===== src/rtl/xgmii_tx_ifc_pp.sv =====
// Purpose : 64-bit framed words to an XGMII TX column pair. Adds /S/+preamble+SFD, places /T/,
//           enforces a minimum inter-frame gap and reports underruns.
// Latency : SOF accepted on edge N -> preamble out on N; data word j out on edge N+1+j.
// Backpres: TxRdy drops while the EOF word waits in hold and for the whole IFG countdown.
//
// Ports   : Clk, Reset (sync, active high)
//           Txdv/Txd/TxSof/TxEof/TxMod/TxErr -> TxRdy   framed input, byte0 in Txd[63:56]
//           xgmii_txd/xgmii_txc                         registered XGMII column, lane n = [8n+7:8n]
//           TxUnderrun                                  one-cycle pulse when the frame runs dry
// Option  : define XGMII_TX_STAT_EN to add TxFrameCnt[31:0] and TxUnderrunCnt[15:0].

`ifndef XGMII_CHAR_S
`define XGMII_CHAR_S 8'hFB
`endif
`ifndef XGMII_CHAR_T
`define XGMII_CHAR_T 8'hFD
`endif

module xgmii_tx_ifc_pp #(
   parameter int IFG_BYTES = 12
) (
   input  logic        Clk,
   input  logic        Reset,
   input  logic        Txdv,
   input  logic [63:0] Txd,
   input  logic        TxSof,
   input  logic        TxEof,
   input  logic [2:0]  TxMod,
   input  logic        TxErr,
   output logic        TxRdy,
   output logic [63:0] xgmii_txd,
   output logic [7:0]  xgmii_txc,
   output logic        TxUnderrun
`ifdef XGMII_TX_STAT_EN
   ,
   output logic [31:0] TxFrameCnt,
   output logic [15:0] TxUnderrunCnt
`endif
);

   localparam logic [7:0]  CH_I = 8'h07;
   localparam logic [7:0]  CH_S = `XGMII_CHAR_S;
   localparam logic [7:0]  CH_T = `XGMII_CHAR_T;
   localparam logic [7:0]  CH_E = 8'hFE;

   localparam logic [63:0] IDLE_COL = {8{CH_I}};
   // Lane 0 carries /S/, lanes 1-6 preamble, lane 7 SFD.
   localparam logic [63:0] PRE_COL  = {8'hD5, {6{8'h55}}, CH_S};
   localparam logic [63:0] TERM_COL = {{7{CH_I}}, CH_T};
   localparam logic [63:0] UND_COL  = {{6{CH_I}}, CH_T, CH_E};

   // Idle columns needed to cover r remaining gap bytes.
   function automatic logic [3:0] idle_words(input int r);
      if (r <= 0) return 4'd0;
      return 4'((r + 7) / 8);
   endfunction

   // Gap already covered by the terminate column: 8 bytes for a /T/-only column, 7 after underrun.
   localparam logic [3:0] TERM_WORDS = idle_words(IFG_BYTES - 8);
   localparam logic [3:0] UND_WORDS  = idle_words(IFG_BYTES - 7);

   typedef enum logic [2:0] {
      ST_IDLE,
      ST_DATA,
      ST_TERM,
      ST_IFG,
      ST_DROP
   } state_t;

   state_t      state;
   logic [63:0] hold;
   logic        hold_vld;
   logic        hold_eof;
   logic [2:0]  hold_mod;
   logic        hold_err;
   logic [3:0]  ifg_cnt;

   logic [63:0] data_col;
   logic [63:0] eof_txd;
   logic [7:0]  eof_txc;
   logic [3:0]  eof_words;

   assign TxRdy = !Reset && ((state == ST_IDLE) || (state == ST_DROP) ||
                             (state == ST_DATA && !hold_eof));

   // Wire byte b sits at Txd[63-8b -: 8] but belongs on lane b.
   always_comb begin
      data_col = '0;
      for (int i = 0; i < 8; i++) begin
         data_col[8*i +: 8] = hold[63-8*i -: 8];
      end
   end

   // EOF column: hold_mod data lanes (all 8 when 0), then /T/, then idle fill.
   always_comb begin
      eof_txd = '0;
      eof_txc = '0;
      for (int i = 0; i < 8; i++) begin
         if (hold_mod == 3'd0 || i < int'(hold_mod)) begin
            eof_txd[8*i +: 8] = hold_err ? CH_E : hold[63-8*i -: 8];
            eof_txc[i]        = hold_err;
         end else if (i == int'(hold_mod)) begin
            eof_txd[8*i +: 8] = CH_T;
            eof_txc[i]        = 1'b1;
         end else begin
            eof_txd[8*i +: 8] = CH_I;
            eof_txc[i]        = 1'b1;
         end
      end
   end

   // /T/ in lane k leaves 8-k gap bytes in the EOF column.
   assign eof_words = idle_words(IFG_BYTES - 8 + int'(hold_mod));

   always_ff @(posedge Clk) begin
      if (Reset) begin
         state      <= ST_IDLE;
         hold       <= '0;
         hold_vld   <= 1'b0;
         hold_eof   <= 1'b0;
         hold_mod   <= '0;
         hold_err   <= 1'b0;
         ifg_cnt    <= '0;
         xgmii_txd  <= IDLE_COL;
         xgmii_txc  <= 8'hFF;
         TxUnderrun <= 1'b0;
      end else begin
         xgmii_txd  <= IDLE_COL;
         xgmii_txc  <= 8'hFF;
         TxUnderrun <= 1'b0;
         case (state)
            ST_IDLE: begin
               // Words without SOF are dropped here.
               if (Txdv && TxSof) begin
                  xgmii_txd <= PRE_COL;
                  xgmii_txc <= 8'h01;
                  hold      <= Txd;
                  hold_vld  <= 1'b1;
                  hold_eof  <= TxEof;
                  hold_mod  <= TxMod;
                  hold_err  <= TxErr && TxEof;
                  state     <= ST_DATA;
               end
            end
            ST_DATA: begin
               if (!hold_vld) begin
                  xgmii_txd  <= UND_COL;
                  xgmii_txc  <= 8'hFF;
                  TxUnderrun <= 1'b1;
                  // The word accepted on this edge may already be the EOF.
                  if (Txdv && TxEof) begin
                     ifg_cnt <= UND_WORDS;
                     state   <= (UND_WORDS == 4'd0) ? ST_IDLE : ST_IFG;
                  end else begin
                     state <= ST_DROP;
                  end
               end else if (!hold_eof) begin
                  xgmii_txd <= data_col;
                  xgmii_txc <= 8'h00;
                  hold      <= Txd;
                  hold_vld  <= Txdv;
                  hold_eof  <= Txdv && TxEof;
                  hold_mod  <= TxMod;
                  hold_err  <= Txdv && TxEof && TxErr;
               end else begin
                  xgmii_txd <= eof_txd;
                  xgmii_txc <= eof_txc;
                  hold_vld  <= 1'b0;
                  hold_eof  <= 1'b0;
                  if (hold_mod == 3'd0) begin
                     state <= ST_TERM;
                  end else begin
                     ifg_cnt <= eof_words;
                     state   <= (eof_words == 4'd0) ? ST_IDLE : ST_IFG;
                  end
               end
            end
            ST_TERM: begin
               xgmii_txd <= TERM_COL;
               xgmii_txc <= 8'hFF;
               ifg_cnt   <= TERM_WORDS;
               state     <= (TERM_WORDS == 4'd0) ? ST_IDLE : ST_IFG;
            end
            ST_IFG: begin
               if (ifg_cnt <= 4'd1) state <= ST_IDLE;
               else                 ifg_cnt <= ifg_cnt - 4'd1;
            end
            ST_DROP: begin
               if (Txdv && TxEof) begin
                  ifg_cnt <= UND_WORDS;
                  state   <= (UND_WORDS == 4'd0) ? ST_IDLE : ST_IFG;
               end
            end
            default: state <= ST_IDLE;
         endcase
      end
   end

`ifdef XGMII_TX_STAT_EN
   logic t_evt;
   logic u_evt;

   // Normal /T/ is either in the EOF column (k!=0) or in the terminate-only column.
   assign t_evt = (state == ST_TERM) ||
                  (state == ST_DATA && hold_vld && hold_eof && hold_mod != 3'd0);
   assign u_evt = (state == ST_DATA) && !hold_vld;

   always_ff @(posedge Clk) begin
      if (Reset) begin
         TxFrameCnt    <= '0;
         TxUnderrunCnt <= '0;
      end else begin
         if (t_evt) TxFrameCnt <= TxFrameCnt + 32'd1;
         if (u_evt && TxUnderrunCnt != 16'hFFFF) TxUnderrunCnt <= TxUnderrunCnt + 16'd1;
      end
   end
`endif

endmodule

===== config.mk =====
export PLATFORM = sky130hd
export DESIGN_NAME = xgmii_tx_ifc_pp
export DESIGN_NICKNAME = d
export VERILOG_FILES = /design/src/rtl/xgmii_tx_ifc_pp.sv
export SDC_FILE = /design/constraint.sdc
export NUM_CORES = 1
export LEC_CHECK = 0
export BUFFER_PORTS_ARGS = -buffer_cell sky130_fd_sc_hd__buf_2
export CAP_MARGIN = 5
export CORE_UTILIZATION = 55
export DETAILED_ROUTE_END_ITERATION = 8
export MAX_ROUTING_LAYER = met4
export PLACE_DENSITY = 0.9
export SLEW_MARGIN = 20
export SYNTH_ARGS = -nofsm -noshare
export SYNTH_HDL_FRONTEND = slang
export SYNTH_SLANG_ARGS = --single-unit

===== constraint.sdc =====
create_clock -name Clk -period 2.8 [get_ports Clk]
set_input_delay 0.14 -clock Clk [delete_from_list [all_inputs] [get_ports Clk]]
set_output_delay 0.14 -clock Clk [all_outputs]
set_load 0.05 [all_outputs]

==> metrics.txt, run 1 <==
# TYPE chip_impl_metric gauge
chip_impl_info{name="timing.critical_path.from_type",value="flip-flop"} 1
chip_impl_metric{name="vias",unit=""} 5979
chip_impl_metric{name="synth-warning-count",unit=""} 0
chip_impl_metric{name="fraction_of_layout_cells_with_a_size_suffix_above_1",unit="%"} 22.0
chip_impl_metric{name="finalCoreUtilization",unit="%"} 78.1
chip_impl_info{name="timing.hold.worst.start",value="Txdv"} 1
chip_impl_metric{name="timing.clock.skew",unit="ns"} 0.0149
chip_impl_metric{name="grt_first_pass_wirelength",unit="um"} 28700
chip_impl_info{name="run_status",value="finished clean"} 1
chip_impl_metric{name="ir_drop",unit="uV"} 636
chip_impl_metric{name="cp_slowest_stage_delay",unit="ns"} 0.58
chip_impl_metric{name="synth_fp_nets",unit=""} 741
chip_impl_metric{name="synthToLayoutAreaGrowth",unit="%"} 37.9
chip_impl_metric{name="grt_use_total",unit="%"} 38.0
chip_impl_metric{name="avgViaCountPerCell",unit=""} 5.89
chip_impl_metric{name="mean_post_synth_cell_area",unit="um^2"} 8.27
chip_impl_info{name="tritoncts",value="yes"} 1
chip_impl_metric{name="worstPathRequired",unit="ns"} 3.27
chip_impl_info{name="crit_path_top_delay_cell",value="dlygate4sd3_1"} 1
chip_impl_metric{name="period_needed",unit="ns"} 2.66
chip_impl_metric{name="detailedRoute.firstPassIterationCount",unit=""} 8
chip_impl_metric{name="postSynth.asyncResetShare",unit="%"} 0
chip_impl_metric{name="post_route_setup_tns",unit="ns"} 0
chip_impl_info{name="cts_root_buffer",value="clkbuf_8"} 1
chip_impl_metric{name="worstMarginPinSlew",unit="ns"} 0.768
chip_impl_metric{name="drt-initial-drc-count",unit=""} 528
chip_impl_info{name="end_kind",value="flip-flop"} 1
chip_impl_metric{name="die_ar",unit="um^2"} 10400
chip_impl_metric{name="yosys.area.top_type_share",unit="%"} 54.5
chip_impl_metric{name="start_util",unit="%"} 56.6
chip_impl_metric{name="final_hold_viol_count",unit=""} 0
chip_impl_metric{name="number_of_synthesized_register_bits",unit=""} 150
chip_impl_info{name="hp-class",value="in2reg"} 1
chip_impl_metric{name="fin_nets",unit=""} 944
chip_impl_metric{name="tritoncts_num_sinks",unit=""} 150
chip_impl_metric{name="reg2reg_setup_slack",unit="ns"} 0.14
chip_impl_metric{name="report.final.slew_viol_count",unit=""} 0
chip_impl_metric{name="grt_pass1_vias",unit=""} 5915
chip_impl_metric{name="drc",unit=""} 0
chip_impl_metric{name="r2r_cells",unit=""} 7
chip_impl_metric{name="multi_input_area",unit="um^2"} 2300
chip_impl_metric{name="io_buffer_count",unit=""} 146
chip_impl_metric{name="antenna-diode-count",unit=""} 0
chip_impl_metric{name="clk-insertion-delay-late",unit="ns"} 0.55
chip_impl_metric{name="clock_path_buffers",unit=""} 2
chip_impl_metric{name="achievable-frequency",unit="MHz"} 376
chip_impl_info{name="synth_top_area_cell",value="dfxtp_1"} 1
chip_impl_metric{name="wire_per_inst",unit="um"} 18.3
chip_impl_metric{name="dp.final_hpwl",unit="um"} 10100
chip_impl_info{name="rsz0062_at_grt",value="no"} 1
chip_impl_metric{name="floorplan.die.width",unit="um"} 102
chip_impl_metric{name="hold_ws",unit="ns"} 0.0304
chip_impl_metric{name="synth.lib_cells_used.distinct",unit=""} 53
chip_impl_info{name="critical_path_class",value="reg2reg"} 1
chip_impl_metric{name="power.density_cell_area",unit="nW/um^2"} 923
chip_impl_metric{name="synth-edff-count",unit=""} 0
chip_impl_metric{name="postRouteWirelength",unit="um"} 18600
chip_impl_metric{name="cp.arrival",unit="ns"} 3.13
chip_impl_metric{name="gr-total-overflow",unit=""} 0
chip_impl_metric{name="grt_max_degree",unit=""} 60
chip_impl_metric{name="rows",unit=""} 36
chip_impl_metric{name="holdPathStages",unit=""} 3
chip_impl_info{name="rr_endpoint",value="hold_err$_SDFFE_PP0P_"} 1
chip_impl_metric{name="drt.antenna.violating_nets",unit=""} 0
chip_impl_metric{name="n_fill_cell",unit=""} 580
chip_impl_info{name="path_cells",value="or3b_4 > nor2_4 > a2bb2oi_4 > buf_6 > o2111ai_1 > dlygate4sd3_1 > a21oi_1"} 1
chip_impl_metric{name="grt_antenna_before_repair",unit=""} 0
chip_impl_metric{name="post_cts_buffers",unit=""} 0
chip_impl_metric{name="ios",unit=""} 147
chip_impl_info{name="hold_path_sink",value="hold_vld$_SDFFE_PP0P_"} 1
chip_impl_metric{name="tritoncts.num_buffers",unit=""} 17
chip_impl_metric{name="clkTransAtPathRegs",unit="ns"} 0.06
chip_impl_metric{name="synthesis.area",unit="um^2"} 5510
chip_impl_metric{name="cts_htree_levels",unit=""} 4
chip_impl_info{name="synthTopCellsByArea",value="dfxtp_1 55%, nand2_1 12%, a21oi_1 8.4%"} 1
chip_impl_metric{name="design.core.area",unit="um^2"} 9730
chip_impl_metric{name="finalCritPeriodShare",unit="%"} 94.9
chip_impl_metric{name="drv_cap",unit=""} 0
chip_impl_metric{name="netlist_instances",unit=""} 666
chip_impl_info{name="ys_dominant_reg_cell",value="dfxtp_1"} 1
chip_impl_metric{name="p_leak",unit="uW"} 0.00317
chip_impl_metric{name="synth.yosys.seq_area_share",unit="%"} 54.5
chip_impl_metric{name="die-height",unit="um"} 102
chip_impl_metric{name="place_congestion",unit=""} 0.924
chip_impl_metric{name="final-seq-area",unit="um^2"} 3000
chip_impl_metric{name="finalSetupViolCount",unit=""} 0
chip_impl_metric{name="worstPathMaxFanout",unit=""} 32
chip_impl_info{name="worst_r2r_startpoint",value="state[2]$_SDFFE_PP0P_"} 1
chip_impl_metric{name="slew_headroom",unit="%"} 48.4
==> worst max-delay path by stage <==
stage                               start                     to  slack (ns)  cells after the start
detailed placement  state[0]$_SDFFE_PP0P_  hold_err$_SDFFE_PP0P_        0.64                      6
finish              state[2]$_SDFFE_PP0P_  hold_err$_SDFFE_PP0P_        0.14                      7
CTS                 state[0]$_SDFFE_PP0P_  hold_err$_SDFFE_PP0P_        0.09                      7
global placement    state[0]$_SDFFE_PP0P_  hold_err$_SDFFE_PP0P_        0.72                      6
floorplan           state[0]$_SDFFE_PP0P_                  TxRdy        0.97                      5
global route        state[2]$_SDFFE_PP0P_  hold_err$_SDFFE_PP0P_       0.003                      7
==> registers in the layout, indices dropped and copies added (netlist names), 3 cells and up <==
name,count
hold,64
hold_mod,3
ifg_cnt,4
state,3
xgmii_txc,8
xgmii_txd,64
==> per-layer routing <==
layer	routed length (um)	global-route usage, %
met5	0	-
met4	1170	25.3
met3	1670	7.87
met2	9040	61.1
met1	6680	42.6
==> synth_stat cells, types with 2 or more instances <==
cell type  count
ha_1           2
nand2b_1      10
nor3b_1        2
a21oi_1       92
a221oi_1       2
buf_2          8
o31a_1         2
nor3_1         3
o221ai_1       3
buf_6          2
inv_1          8
o21ai_0       38
a211oi_1       2
a21o_1         5
o31ai_1        3
a211o_1        3
nor2b_1        5
o21a_1         7
nor2_1        58
and2_1         2
o21ai_1        2
nand2_1      181
clkbuf_1      27
and3_1         3
a41oi_1        2
nor4_1         2
or3_1          8
buf_4          4
nand3_1        7
dfxtp_1      150
==> logic make-up (layout without fill, tap and decap cells) <==
kind of cell	after synthesis	count (layout)	synth area share [%]
and+or+nand+nor	291	291	22.5
AOI/OAI and AO/OA	172	172	18.2
DFF	150	150	54.5
buffers and inverters	49	265	4.07
adders and majority gates	2	2	0.454
xor gates and xnor gates	1	1	0.159
muxes	1	1	0.182
==> cell usage in the layout, fill, tap and decap left out, drive strengths merged, types with 8 or more instances in the layout <==
master,n
buf,155
a21oi,92
nor2,60
dlygate4sd3,70
inv,10
clkbuf,22
nand2,181
dfxtp,150
or3,8
nand2b,10
o21ai,40
==> repair_timing <==
action | in CTS | in global routing
setup endpoints to repair | 0 | 1
resized for setup | 0 | 2
hold buffers | 70 | 0
endpoints found under the hold margin | 69 | 0
==> critical path: cells and delay by family (launching register included) <==
family	cells	cell delay (ns)
AND/OR/NAND/NOR	2	0.76
buffers and inverters	2	0.86
AO/OA/AOI/OAI	3	0.49
flip-flops	1	0.48
==> cell type report <==
| type | count | share of cell area, % |
|---|---|---|
| Sequential cell | 150 | 39.5 |
| Tap cell | 133 | 2.19 |
| Multi-Input combinational cell | 467 | 30.3 |
| Inverter | 8 | 0.395 |
| Clock inverter | 10 | 1.56 |
| Timing Repair Buffer | 225 | 19.9 |
| Clock buffer | 22 | 6.09 |
==> power by group <==
part	total, uW	leakage [uW]	switching (uW)	internal, uW
registers	2700	0.00122	231	2470
clock network	2250	0.000278	909	1340
logic	2060	0.00167	1430	627
total	7010	0.00317	2570	4440
==> per-stage QoR <==
| step | instance area [um^2] | total power (uW) | std cells | setup WS, ns |
|---|---|---|---|---|
| 6_report | 7600 | 7010 | 1015 | 0.143 |
| 5_1_grt | 7600 | 7270 | 1015 | 0.00348 |
| 4_1_cts | 7590 | 6890 | 1015 | 0.0850 |
| 3_5_place_dp | 6310 | 4590 | 913 | 0.637 |
| 3_3_place_gp | 6310 | 4530 | 913 | 0.716 |
| 2_1_floorplan | 5510 | 4110 | 666 | 0.973 |
Note: power is estimated with default switching activity, not from simulation.
==> run 2, diff against run 1 <==
GPL_TIMING_DRIVEN = 0   (was default)
==> metrics.txt, run 2 (synthesized netlist as in run 1, its figures left out) <==
# TYPE chip_impl_metric gauge
chip_impl_info{name="run_status",value="finished clean"} 1
chip_impl_metric{name="finalCritPeriodShare",unit="%"} 83.6
chip_impl_metric{name="power_frac_clock",unit="%"} 31.9
chip_impl_metric{name="met3WireLength",unit="um"} 1840
chip_impl_metric{name="grt_max_degree",unit=""} 17
chip_impl_metric{name="clkTransAtPathRegs",unit="ns"} 0.06
chip_impl_metric{name="cts_htree_levels",unit=""} 4
chip_impl_metric{name="grt_pass1_vias",unit=""} 5839
chip_impl_metric{name="power_report.internal_total",unit="uW"} 4430
chip_impl_metric{name="finalSetupViolCount",unit=""} 0
chip_impl_metric{name="post_route_setup_tns",unit="ns"} 0
chip_impl_metric{name="die-height",unit="um"} 102
chip_impl_metric{name="tritoncts.num_buffers",unit=""} 17
chip_impl_info{name="timing.critical_path.from_type",value="flip-flop"} 1
chip_impl_metric{name="switching_share",unit="%"} 37.2
chip_impl_metric{name="grt_first_pass_wirelength",unit="um"} 28100
chip_impl_metric{name="n_fill_cell",unit=""} 582
chip_impl_metric{name="design.core.area",unit="um^2"} 9730
chip_impl_metric{name="die_ar",unit="um^2"} 10400
chip_impl_metric{name="report.final.slew_viol_count",unit=""} 0
chip_impl_metric{name="grt_antenna_before_repair",unit=""} 0
chip_impl_metric{name="worstPathMaxFanout",unit=""} 10
chip_impl_info{name="cts_root_buffer",value="clkbuf_8"} 1
chip_impl_metric{name="synthToLayoutAreaGrowth",unit="%"} 39.5
chip_impl_metric{name="ir_drop",unit="uV"} 529
chip_impl_info{name="end_kind",value="flip-flop"} 1
chip_impl_metric{name="vias",unit=""} 6045
chip_impl_info{name="hp-class",value="in2reg"} 1
chip_impl_metric{name="clock_path_buffers",unit=""} 2
chip_impl_metric{name="drt.antenna.violating_nets",unit=""} 0
chip_impl_metric{name="antenna-diode-count",unit=""} 0
chip_impl_metric{name="pwr-share-comb",unit="%"} 30.5
chip_impl_info{name="maxUsedRoutingLayer",value="met4"} 1
chip_impl_metric{name="ios",unit=""} 147
chip_impl_metric{name="finalCoreUtilization",unit="%"} 78.9
chip_impl_info{name="critical_path_class",value="reg2reg"} 1
chip_impl_metric{name="worstMarginPinSlew",unit="ns"} 0.789
chip_impl_metric{name="ctsResizeCount",unit=""} 0
chip_impl_metric{name="fin_nets",unit=""} 976
chip_impl_metric{name="timing.clock.skew",unit="ns"} 0.0106
chip_impl_metric{name="rows",unit=""} 36
chip_impl_metric{name="io_buffer_count",unit=""} 146
chip_impl_metric{name="dr_wl_met2",unit="um"} 8900
chip_impl_metric{name="placedInstanceArea",unit="um^2"} 6400
chip_impl_metric{name="achievable-frequency",unit="MHz"} 427
chip_impl_info{name="mostFrequentLayoutCell",value="nand2_1"} 1
chip_impl_metric{name="pwr-share-seq",unit="%"} 37.5
chip_impl_info{name="largestRegisters",value="hold: 64 flops, xgmii_txd: 64 flops, xgmii_txc: 8 flops"} 1
chip_impl_metric{name="period_needed",unit="ns"} 2.34
chip_impl_metric{name="slew_headroom",unit="%"} 47.4
chip_impl_metric{name="clk-insertion-delay-late",unit="ns"} 0.54
chip_impl_metric{name="drv_cap",unit=""} 0
chip_impl_metric{name="post_cts_buffers",unit=""} 0
chip_impl_metric{name="floorplan.die.width",unit="um"} 102
chip_impl_metric{name="gr-total-overflow",unit=""} 0
chip_impl_metric{name="drt-initial-drc-count",unit=""} 557
chip_impl_metric{name="met1Wirelength",unit="um"} 6720
chip_impl_metric{name="dp.final_hpwl",unit="um"} 10600
chip_impl_metric{name="postRouteWirelength",unit="um"} 18500
chip_impl_metric{name="final_design_area_no_fill",unit="um^2"} 7680
chip_impl_metric{name="total_switching_power",unit="uW"} 2630
chip_impl_metric{name="place_congestion",unit=""} 0.920
chip_impl_metric{name="detailedRoute.firstPassIterationCount",unit=""} 7
chip_impl_metric{name="final_hold_viol_count",unit=""} 0
chip_impl_metric{name="worstPathRequired",unit="ns"} 3.22
chip_impl_info{name="tritoncts",value="yes"} 1
chip_impl_metric{name="power.density_cell_area",unit="nW/um^2"} 918
chip_impl_metric{name="grt_use_total",unit="%"} 37.1
chip_impl_metric{name="avgViaCountPerCell",unit=""} 5.77
chip_impl_metric{name="p_leak",unit="uW"} 0.00322
chip_impl_info{name="rsz0062_at_grt",value="no"} 1
chip_impl_info{name="mostFrequentLayoutCells",value="181 x nand2_1, 154 x buf_2, 150 x dfxtp_1"} 1
chip_impl_metric{name="wire_per_inst",unit="um"} 17.6
chip_impl_metric{name="tritoncts_num_sinks",unit=""} 150
chip_impl_metric{name="cp.arrival",unit="ns"} 2.76
chip_impl_metric{name="start_util",unit="%"} 56.6
chip_impl_metric{name="fraction_of_layout_cells_with_a_size_suffix_above_1",unit="%"} 21.8
chip_impl_metric{name="drc",unit=""} 0
==> run 2: changes by cell type in the layout (fill, tap and decap cells not counted), sizes merged <==
cell,delta
clkbuf,+24
buf,+5
inv,+3
clkinv,+2
clkinvlp,-2
==> run 2: power groups by stage <==
stage	sequential (uW)	clock, uW	combinational, uW
finish	2650	2250	2150
global route	2670	2340	2310
CTS	2630	2230	2070
detailed placement	2670	0	1970
global placement	2660	0	1940
floorplan	3050	0	1050
==> run 2: what timing repair did <==
action,in CTS,in global routing
hold buffers,70,0
hold endpoints to repair,70,0
setup endpoints to repair,0,0
==> run 2: metal layers <==
metal	vias up	global-route usage, %
met2	450	59.5
met5	-	-
met4	0	22.9
met1	2775	41.0
li1	2708	-
met3	112	10.1
==> run 2: through the flow <==
step / hold WS, ns / std cells / setup slack [ns] / power, uW
after floorplan: 0.276 / 666 / 0.973 / 4110
after global placement: 0.381 / 945 / 0.607 / 4590
after detailed placement: 0.389 / 945 / 0.607 / 4640
after CTS: 0.0291 / 1047 / 0.569 / 6930
after global routing: 0.0662 / 1047 / 0.391 / 7320
final: 0.0398 / 1047 / 0.460 / 7050
==> run 2: path summary, 6_finish.rpt <==
path	slack, ns	start	depth (start not counted)	endpoint
min	0.04	TxSof	4	hold_eof$_SDFFE_PP0P_
min reg2reg	0.44	hold[18]$_SDFFE_PP0P_	1	xgmii_txd[42]$_SDFF_PP1_
max reg2reg	0.46	state[0]$_SDFFE_PP0P_	6	xgmii_txd[41]$_SDFF_PP1_
max	0.46	state[0]$_SDFFE_PP0P_	6	xgmii_txd[41]$_SDFF_PP1_
==> run 2: layout make-up <==
cell class | count | area [um^2] | area share, %
timing repair buffer | 216 | 1430 | 18.6
tap | 133 | 166 | 2.17
inverter | 8 | 30.0 | 0.391
multi-input combinational | 467 | 2280 | 29.7
clock buffer | 19 | 432 | 5.62
buffer | 41 | 194 | 2.52
sequential | 150 | 3000 | 39.1
clock inverter | 13 | 144 | 1.87
==> run 2: critical path: stages (launching register included) <==
cell	delay (ns)
dfxtp_1	0.35
buf_4	0.18
or3b_4	0.42
buf_2	0.22
a21oi_1	0.64
buf_4	0.32
o21ai_0	0.10
==> run 3, diff against run 2 <==
CORE_UTILIZATION = 52   (was 55)
PLACE_DENSITY = 0.86   (was 0.9)
clock period = 2.3 ns   (was 2.8 ns; I/O delays follow)
==> metrics.txt, run 3 (synthesized netlist as in run 1, its figures left out) <==
# TYPE chip_impl_metric gauge
chip_impl_info{name="run_status",value="finished clean"} 1
chip_impl_info{name="tritoncts",value="yes"} 1
chip_impl_metric{name="cts_htree_levels",unit=""} 4
chip_impl_metric{name="multi_input_area",unit="um^2"} 2310
chip_impl_metric{name="p_leak",unit="uW"} 0.00324
chip_impl_info{name="worst_r2r_startpoint",value="state[0]$_SDFFE_PP0P_"} 1
chip_impl_metric{name="grt_use_total",unit="%"} 34.4
chip_impl_metric{name="reg2reg_setup_slack",unit="ns"} 0.12
chip_impl_metric{name="tritoncts_num_sinks",unit=""} 150
chip_impl_info{name="end_kind",value="output port"} 1
chip_impl_metric{name="final-seq-area",unit="um^2"} 3000
chip_impl_metric{name="grt_pass1_vias",unit=""} 5791
chip_impl_metric{name="dp.final_hpwl",unit="um"} 10500
chip_impl_metric{name="r2r_cells",unit=""} 7
chip_impl_metric{name="ios",unit=""} 147
chip_impl_metric{name="synthToLayoutAreaGrowth",unit="%"} 40.6
chip_impl_metric{name="holdPathStages",unit=""} 5
chip_impl_metric{name="slew_headroom",unit="%"} 53.0
chip_impl_metric{name="place_congestion",unit=""} 0.925
chip_impl_metric{name="antenna-diode-count",unit=""} 0
chip_impl_metric{name="avgViaCountPerCell",unit=""} 5.62
chip_impl_info{name="top_family_by_delay_on_critical_path",value="simple AND/OR/NAND/NOR gates"} 1
chip_impl_metric{name="grt_antenna_before_repair",unit=""} 0
chip_impl_metric{name="clkTransAtPathRegs",unit="ns"} 0.07
chip_impl_metric{name="rows",unit=""} 37
chip_impl_metric{name="die_ar",unit="um^2"} 11000
chip_impl_metric{name="io_buffer_count",unit=""} 146
chip_impl_info{name="path_cells",value="buf_6 > or3b_4 > nor2_4 > nor2_1 > nor2_1 > clkbuf_4"} 1
chip_impl_metric{name="worstPathMaxFanout",unit=""} 10
chip_impl_metric{name="start_util",unit="%"} 53.6
chip_impl_metric{name="grt_first_pass_wirelength",unit="um"} 28600
chip_impl_info{name="hold_path_sink",value="state[0]$_SDFFE_PP0P_"} 1
chip_impl_info{name="largestRegisters",value="hold: 64 flops, xgmii_txd: 64 flops, xgmii_txc: 8 flops"} 1
chip_impl_metric{name="drv_cap",unit=""} 0
chip_impl_metric{name="cp_num_buf_inv",unit=""} 2
chip_impl_metric{name="gr-total-overflow",unit=""} 0
chip_impl_info{name="rr_endpoint",value="hold_eof$_SDFFE_PP0P_"} 1
chip_impl_metric{name="drc",unit=""} 0
chip_impl_info{name="timing.hold.worst.start",value="TxSof"} 1
chip_impl_info{name="hp-class",value="in2reg"} 1
chip_impl_metric{name="tritoncts.num_buffers",unit=""} 17
chip_impl_metric{name="drt-initial-drc-count",unit=""} 675
chip_impl_metric{name="floorplan.die.width",unit="um"} 105
chip_impl_metric{name="worstMarginPinSlew",unit="ns"} 0.700
chip_impl_metric{name="ir_drop",unit="uV"} 664
chip_impl_info{name="critical_path_class",value="reg2out"} 1
chip_impl_info{name="crit_path_top_delay_cell",value="or3b_4"} 1
chip_impl_metric{name="die-height",unit="um"} 105
chip_impl_metric{name="postRouteWirelength",unit="um"} 17900
chip_impl_metric{name="clock_path_buffers",unit=""} 2
chip_impl_metric{name="vias",unit=""} 5896
chip_impl_metric{name="design.core.area",unit="um^2"} 10300
chip_impl_metric{name="fin_nets",unit=""} 977
chip_impl_metric{name="clk-insertion-delay-late",unit="ns"} 0.54
chip_impl_info{name="crit_path_frequent_cell",value="nor2_1"} 1
chip_impl_metric{name="detailedRoute.firstPassIterationCount",unit=""} 5
chip_impl_metric{name="hold_ws",unit="ns"} 0.117
chip_impl_metric{name="wire_per_inst",unit="um"} 17.1
chip_impl_metric{name="fraction_of_layout_cells_with_a_size_suffix_above_1",unit="%"} 22.4
chip_impl_metric{name="period_needed",unit="ns"} 2.18
chip_impl_metric{name="timing.clock.skew",unit="ns"} 0.0115
chip_impl_metric{name="worstPathRequired",unit="ns"} 2.18
chip_impl_metric{name="cp_slowest_stage_delay",unit="ns"} 0.42
chip_impl_metric{name="grt_max_degree",unit=""} 17
chip_impl_metric{name="final_hold_viol_count",unit=""} 0
chip_impl_metric{name="report.final.slew_viol_count",unit=""} 0
chip_impl_info{name="timing.critical_path.from_type",value="flip-flop"} 1
chip_impl_metric{name="finalCritPeriodShare",unit="%"} 94.9
chip_impl_metric{name="n_fill_cell",unit=""} 678
chip_impl_info{name="mostFrequentLayoutCells",value="181 x nand2_1, 152 x buf_2, 150 x dfxtp_1"} 1
chip_impl_metric{name="post_route_setup_tns",unit="ns"} 0
chip_impl_info{name="mostFrequentLayoutCell",value="nand2_1"} 1
chip_impl_info{name="rsz0062_at_grt",value="no"} 1
chip_impl_metric{name="drt.antenna.violating_nets",unit=""} 0
chip_impl_metric{name="achievable-frequency",unit="MHz"} 458
chip_impl_metric{name="power.density_cell_area",unit="nW/um^2"} 1120
chip_impl_metric{name="finalSetupViolCount",unit=""} 0
chip_impl_info{name="cts_root_buffer",value="clkbuf_8"} 1
chip_impl_metric{name="cp.arrival",unit="ns"} 2.07
[run 3: cell types whose count changed in the layout (fill, tap and decap cells not counted), moves of 2 or more]
cell / change
clkinv_4: -2
clkbuf_2: +3
inv_8: +3
dlygate4sd3_1: +2
clkinvlp_4: +2
buf_2: -2
nor2_1: -2
clkbuf_1: -5
clkinv_2: -2
[run 3: how the worst max path moves through the flow]
stage	from	end	slack, ns	cells after the start
CTS	state[1]$_SDFFE_PP0P_	hold[46]$_SDFFE_PP0P_	0.04	8
global placement	state[0]$_SDFFE_PP0P_	xgmii_txd[41]$_SDFF_PP1_	0.10	6
global route	state[0]$_SDFFE_PP0P_	hold_eof$_SDFFE_PP0P_	0.01	7
detailed placement	state[0]$_SDFFE_PP0P_	xgmii_txd[41]$_SDFF_PP1_	0.11	6
finish	state[0]$_SDFFE_PP0P_	TxRdy	0.12	6
floorplan	state[0]$_SDFFE_PP0P_	TxRdy	0.50	5
[run 3: power by group]
group	total (uW)	internal [uW]	switching, uW
sequential	3220	3000	214
clock	2790	1580	1220
combinational	2640	819	1820
total	8650	5400	3250
[run 3: cell type report]
| class | instances | share of cell area [%] |
|---|---|---|
| Buffer | 40 | 2.59 |
| Clock buffer | 17 | 5.35 |
| Clock inverter | 14 | 2.13 |
| Inverter | 8 | 0.388 |
| Multi-Input combinational cell | 467 | 29.8 |
| Sequential cell | 150 | 38.8 |
| Tap cell | 136 | 2.20 |
| Timing Repair Buffer | 218 | 18.8 |
[run 3: repair_timing]
item                       CTS  global route
setup endpoints to repair    0            27
hold buffers                72             0
hold endpoints to repair    75             0
gates resized for setup      0            15
buffers inserted             0             0
[run 3: worst register-to-register path, delay by kind of cell, from the launching register on]
kind	cells	cell delay, ns
buf+inv	3	0.92
simple gates	2	0.59
compound gates	2	0.26
flops	1	0.36
[run 3: through the flow]
step                      total power (uW)  std cells  instance area (um^2)  util [%]  setup slack, ns
after floorplan                       5000        666                  5510         -            0.498
after global placement                5600        948                  6410      62.4            0.100
after detailed placement              5640        948                  6410      62.4            0.106
after CTS                             8490       1051                  7710      75.0           0.0392
after global routing                  8970       1050                  7740      75.3           0.0143
final                                 8650       1050                  7740      75.3            0.117
[run 3: layer usage]
metal	up-vias	track usage (%)	part of all wire, %	wire length (um)
met4	0	18.1	4.4	798
met1	2723	40.0	39	7060
met5	-	-	0	0
li1	2720	-	-	-
met2	371	55.7	48	8550
met3	82	7.42	8.6	1540
